<file path="config.mk">
export PLATFORM = sky130hd
export DESIGN_NAME = collatz_engine
export DESIGN_NICKNAME = d
export VERILOG_FILES = /design/src/rtl/collatz_engine.sv
export SDC_FILE = /design/constraint.sdc
export NUM_CORES = 1
export LEC_CHECK = 0
export CORE_MARGIN = 5
export CORE_UTILIZATION = 40
export CTS_CLUSTER_DIAMETER = 120
export DETAILED_ROUTE_END_ITERATION = 10
export GPL_TIMING_DRIVEN = 0
export HOLD_SLACK_MARGIN = 0.06
export PLACE_DENSITY = 0.65
export SYNTH_ARGS = -nofsm -noshare
export SYNTH_HDL_FRONTEND = slang
export SYNTH_SLANG_ARGS = --single-unit
</file>
<file path="constraint.sdc">
create_clock -name clk -period 4.6 [get_ports clk]
set_input_delay 1.38 -clock clk [delete_from_list [all_inputs] [get_ports clk]]
set_output_delay 1.38 -clock clk [all_outputs]
set_load 0.05 [all_outputs]
</file>
<file path="src/rtl/collatz_engine.sv">
// Iterative Collatz engine: one step per RUN cycle, reports steps, peak and status.
// Optional macro COLLATZ_SHORTCUT_EN merges each odd step with the following halving.
module collatz_engine #(
    parameter int WIDTH  = 16,
    parameter int STEP_W = 8
) (
    input  logic              clk,
    input  logic              rst,
    input  logic              start,
    input  logic [WIDTH-1:0]  start_val,
    output logic              busy,
    output logic              done,
    output logic [STEP_W-1:0] steps,
    output logic [WIDTH-1:0]  peak,
    output logic [1:0]        status
);

    typedef enum logic {S_IDLE, S_RUN} state_t;

    localparam logic [1:0] ST_OK       = 2'd0;
    localparam logic [1:0] ST_ZERO     = 2'd1;
    localparam logic [1:0] ST_OVERFLOW = 2'd2;
    localparam logic [1:0] ST_TIMEOUT  = 2'd3;

    localparam logic [WIDTH-1:0] N_ONE   = WIDTH'(1);
    localparam logic [STEP_W:0]  ONE_INC = (STEP_W+1)'(1);
`ifdef COLLATZ_SHORTCUT_EN
    localparam logic [STEP_W:0]  ODD_INC = (STEP_W+1)'(2);
`else
    localparam logic [STEP_W:0]  ODD_INC = (STEP_W+1)'(1);
`endif

    state_t             state_q, state_d;
    logic [WIDTH-1:0]   n_q, n_d;
    logic [WIDTH-1:0]   peak_q, peak_d;
    logic [STEP_W-1:0]  steps_q, steps_d;
    logic [1:0]         status_q, status_d;
    logic               done_q, done_d;

    logic               is_odd;
    logic [WIDTH+1:0]   triple;
    logic               overflow;
    logic [STEP_W:0]    step_sum;

    function automatic logic [WIDTH-1:0] umax(input logic [WIDTH-1:0] a,
                                              input logic [WIDTH-1:0] b);
        return (a > b) ? a : b;
    endfunction

    // 3n+1 is formed two bits wider so overflow shows up in the top bits
    assign is_odd   = n_q[0];
    assign triple   = ({2'b00, n_q} << 1) + {2'b00, n_q} + (WIDTH+2)'(1);
    assign overflow = |triple[WIDTH+1:WIDTH];
    assign step_sum = {1'b0, steps_q} + (is_odd ? ODD_INC : ONE_INC);

    always_comb begin
        state_d  = state_q;
        n_d      = n_q;
        peak_d   = peak_q;
        steps_d  = steps_q;
        status_d = status_q;
        done_d   = 1'b0;

        if (state_q == S_IDLE) begin
            if (start) begin
                steps_d  = '0;
                status_d = ST_OK;
                if (start_val == '0) begin
                    done_d   = 1'b1;
                    status_d = ST_ZERO;
                    peak_d   = '0;
                    n_d      = '0;
                end else begin
                    n_d     = start_val;
                    peak_d  = start_val;
                    state_d = S_RUN;
                end
            end
        end else begin
            // Abort checks come before any update so aborted runs keep pre-step values
            if (n_q == N_ONE) begin
                state_d  = S_IDLE;
                done_d   = 1'b1;
                status_d = ST_OK;
            end else if (step_sum[STEP_W]) begin
                state_d  = S_IDLE;
                done_d   = 1'b1;
                status_d = ST_TIMEOUT;
            end else if (is_odd && overflow) begin
                state_d  = S_IDLE;
                done_d   = 1'b1;
                status_d = ST_OVERFLOW;
            end else if (is_odd) begin
                peak_d  = umax(peak_q, triple[WIDTH-1:0]);
                steps_d = step_sum[STEP_W-1:0];
`ifdef COLLATZ_SHORTCUT_EN
                n_d     = triple[WIDTH:1];
`else
                n_d     = triple[WIDTH-1:0];
`endif
            end else begin
                n_d     = n_q >> 1;
                steps_d = step_sum[STEP_W-1:0];
            end
        end
    end

    always_ff @(posedge clk) begin
        if (rst) begin
            state_q  <= S_IDLE;
            n_q      <= '0;
            peak_q   <= '0;
            steps_q  <= '0;
            status_q <= ST_OK;
            done_q   <= 1'b0;
        end else begin
            state_q  <= state_d;
            n_q      <= n_d;
            peak_q   <= peak_d;
            steps_q  <= steps_d;
            status_q <= status_d;
            done_q   <= done_d;
        end
    end

    assign busy   = (state_q == S_RUN);
    assign done   = done_q;
    assign steps  = steps_q;
    assign peak   = peak_q;
    assign status = status_q;

endmodule

</file>
==> flow_summary.json <==
{
  "synth-seq-area-share_pct": 24.0,
  "place_hpwl_um": 9470,
  "cpPeakStageDelay_ps": 410,
  "place_inst": 622,
  "port-buffer-count": 46,
  "die_w_um": 106,
  "synthTopCellsByArea": "dfxtp_1 24%, ha_1 15%, a21oi_1 6.0%",
  "dr.first_iter.drc_count": 338,
  "outcome": "completed",
  "peakVddDrop_mv": 0.174,
  "syn_area_sq_mm": 0.00367,
  "synthArstFlopShare_pct": 0,
  "postRouteAntennaNets": 0,
  "critPathMaxFanout": 10,
  "place.gp.congestion": 0.926,
  "cp-start-kind": "flip-flop",
  "relSlewSlack_pct": 54.0,
  "cp.buffers_inverters": 4,
  "seq_power_share_pct": 29.3,
  "post_dp_cell_area_sq_mm": 0.00427,
  "die_height_um": 106,
  "clk_root_buffer_cell": "clkbuf_8",
  "wire_per_inst_um": 19.4,
  "synth_enable_flop_cells": 0,
  "multi_input_area_sq_mm": 0.00259,
  "skew_ps": 12.3,
  "synth_commonest_cells": "44 x a21oi_1, 44 x dfxtp_1, 43 x ha_1",
  "setup_slack_ps": 226,
  "syn_inst": 465,
  "hold_viol": 0,
  "numCtsBuffers": 5,
  "wirelength_um": 12300,
  "power.leakage_nw": 1.80,
  "antenna_found_initial": 0,
  "cts_max_level": 2,
  "worst_setup_path_end_kind": "flip-flop",
  "io_pins": 47,
  "avgSynthCellArea_sq_um": 7.90,
  "p_int_w": 0.000892,
  "drcViolationCount": 0,
  "grt_max_degree": 14,
  "required_ps": 4800,
  "core_area_sq_mm": 0.00911,
  "worst_path_most_repeated_cell": "ha_1",
  "synth_flop_cell": "dfxtp_1",
  "dr.pass1.iters": 5,
  "drive_gt1_share_pct": 6.70,
  "cp_cell_sequence": "buf_4, clkinvlp_4, ha_1, nand2b_1, a21oi_1, or3_1, a21oi_4, o21ai_1, xor2_1, inv_1, ha_1, a211oi_2, o32ai_1, a2111o_1, a31oi_2, o211a_2, buf_2, o21ai_0, o311a_1",
  "worst_pin_slew_ps": 690,
  "fillers": 948,
  "grt_pass1_vias": 3701,
  "grt_pass1_wl_um": 19500,
  "max_freq_ghz": 0.229,
  "cp_top_family": "compound AO/OA/AOI/OAI gates",
  "fin_area_sq_mm": 0.00445,
  "finalMaxSlewViolations": 0,
  "synth_cell_types": 53,
  "viasPerCell": 6.08,
  "synth_top_area_share_pct": 24.0,
  "final_cell_count_no_fill": 633,
  "cts_tree": "built",
  "holdWs_ps": 495,
  "yosys.area_share.simple_pct": 17.7,
  "p_comb_share_pct": 51.3,
  "slowest_stage": "dfxtp_4",
  "holdCritPathClass": "flip-flop to flip-flop",
  "syn_to_final_growth_pct": 21.1,
  "path_class": "flip-flop to flip-flop",
  "switching_share_pct": 45.0,
  "start_util_pct": 40.3,
  "switchingPower_w": 0.000729,
  "clock-sinks": 44,
  "seq_area_sq_um": 885,
  "synthAdderAreaFrac_pct": 15.2,
  "syn_nets": 528,
  "clock_power_share_pct": 19.4,
  "cts_max_path_buffers": 2,
  "synth_top_family_by_area": "compound AO/OA/AOI/OAI gates",
  "period_minus_slack_ps": 4370,
  "ys_ff_latch": 44,
  "setup_violations": 0,
  "gr-total-overflow": 0,
  "rows": 35,
  "antenna_cells": 0,
  "pre_cts_slack_ps": -717,
  "dieArea_sq_mm": 0.0112,
  "netlist.top_cell.by_area": "dfxtp_1",
  "synth_mux_area_share_pct": 4.90,
  "crit_arrival_ps": 4580,
  "final.period_utilization_pct": 95.1,
  "yosys_warnings": 0,
  "layout.nets": 584,
  "synthXorXnorAreaFrac_pct": 3.34,
  "vias": 3851,
  "power.density_mw_per_mm2": 364,
  "clk_pin_slew_ps": 90,
  "track_usage_pct": 21.9,
  "clkLatencyLatePin_ps": 320,
  "synth_compound_area_share_pct": 28.4,
  "drv_cap": 0
}
-- cell type report --
class	instances	area share, %
multi-input cells	361	58.1
flip-flops and latches	44	19.9
repair buffers	49	10.9
inverters	37	3.21
well taps	111	3.12
plain buffers	23	2.39
clock buffers	6	1.63
clock inverters	2	0.787
-- cell usage in the layout, fill, tap and decap left out, types with 8 or more instances in the layout --
master,count
inv_1,35
dfxtp_1,43
nand3_1,13
o21ai_1,15
nor2_1,30
ha_1,43
a21oi_1,44
a211oi_1,8
o211ai_1,12
clkbuf_1,15
o21ai_0,23
o311a_1,9
or3_1,11
clkdlybuf4s50_1,46
nand2_1,33
mux2i_1,18
nand4_1,13
-- worst register-to-register path, delay by kind of cell, from the launching register on --
kind                     cells  cell delay, ps
AND/OR/NAND/NOR              2             480
adder cells (fa/ha/maj)      2             650
XOR/XNOR                     1             240
flip-flops                   1             410
buffers and inverters        4             610
AO/OA/AOI/OAI               10            1870
-- final timing paths --
| path | startpoint | to | slack [ps] | cells past startpoint |
|---|---|---|---|---|
| worst max-delay path | n_q[0] | peak[14] | 230 | 19 |
| worst min-delay path | n_q[10] | n_q[10] | 490 | 2 |
| worst max register to register | n_q[0] | peak[14] | 230 | 19 |
| worst min register to register | n_q[10] | n_q[10] | 490 | 2 |
-- timing repair --
| item | 4_1_cts | 5_1_grt |
|---|---|---|
| hold buffers | 0 | 0 |
| gates resized for setup | 6 | 8 |
| setup endpoints to repair | 16 | 16 |
| pin swaps | 2 | 2 |
| buffers inserted | 3 | 0 |
| hold endpoints to repair | 0 | 0 |
-- layer usage --
metal / vias up / GRT usage (%) / routed length, um
met5: - / 0 / 0
met3: 26 / 4.47 / 864
met1: 1834 / 29.2 / 5410
met2: 160 / 35.8 / 5720
li1: 1831 / - / -
met4: 0 / 6.20 / 276
-- power groups by stage --
stage | Sequential, W | Combinational, W | Clock, W
after floorplan | 0.000547 | 0.000487 | 0
after global placement | 0.000482 | 0.000783 | 0
after detailed placement | 0.000483 | 0.000796 | 0
after CTS | 0.000474 | 0.000813 | 0.000312
after global routing | 0.000481 | 0.000905 | 0.000332
final | 0.000476 | 0.000831 | 0.000314
-- metrics by stage --
step | util, % | total power [W] | setup TNS [ps]
2_1_floorplan | - | 0.00103 | 0
3_3_place_gp | 46.9 | 0.00126 | -10050
3_5_place_dp | 46.9 | 0.00128 | -9940
4_1_cts | 48.6 | 0.00160 | 0
5_1_grt | 48.8 | 0.00172 | -47.9
6_report | 48.8 | 0.00162 | 0
-- cells by family after synthesis --
kind of cell | count (synthesis)
AO/OA/AOI/OAI | 153
AND/OR/NAND/NOR | 132
buffers and inverters | 60
adder cells (fa/ha/maj) | 44
flip-flops | 44
multiplexers | 18
XOR/XNOR | 14
-- flip-flops by register name (all words and copies together), names as in the netlist, named ones only --
signal  count
peak       16
n_q        15
steps       8
status      2
busy        1
done        1
Power figures use the tool's default switching activity.
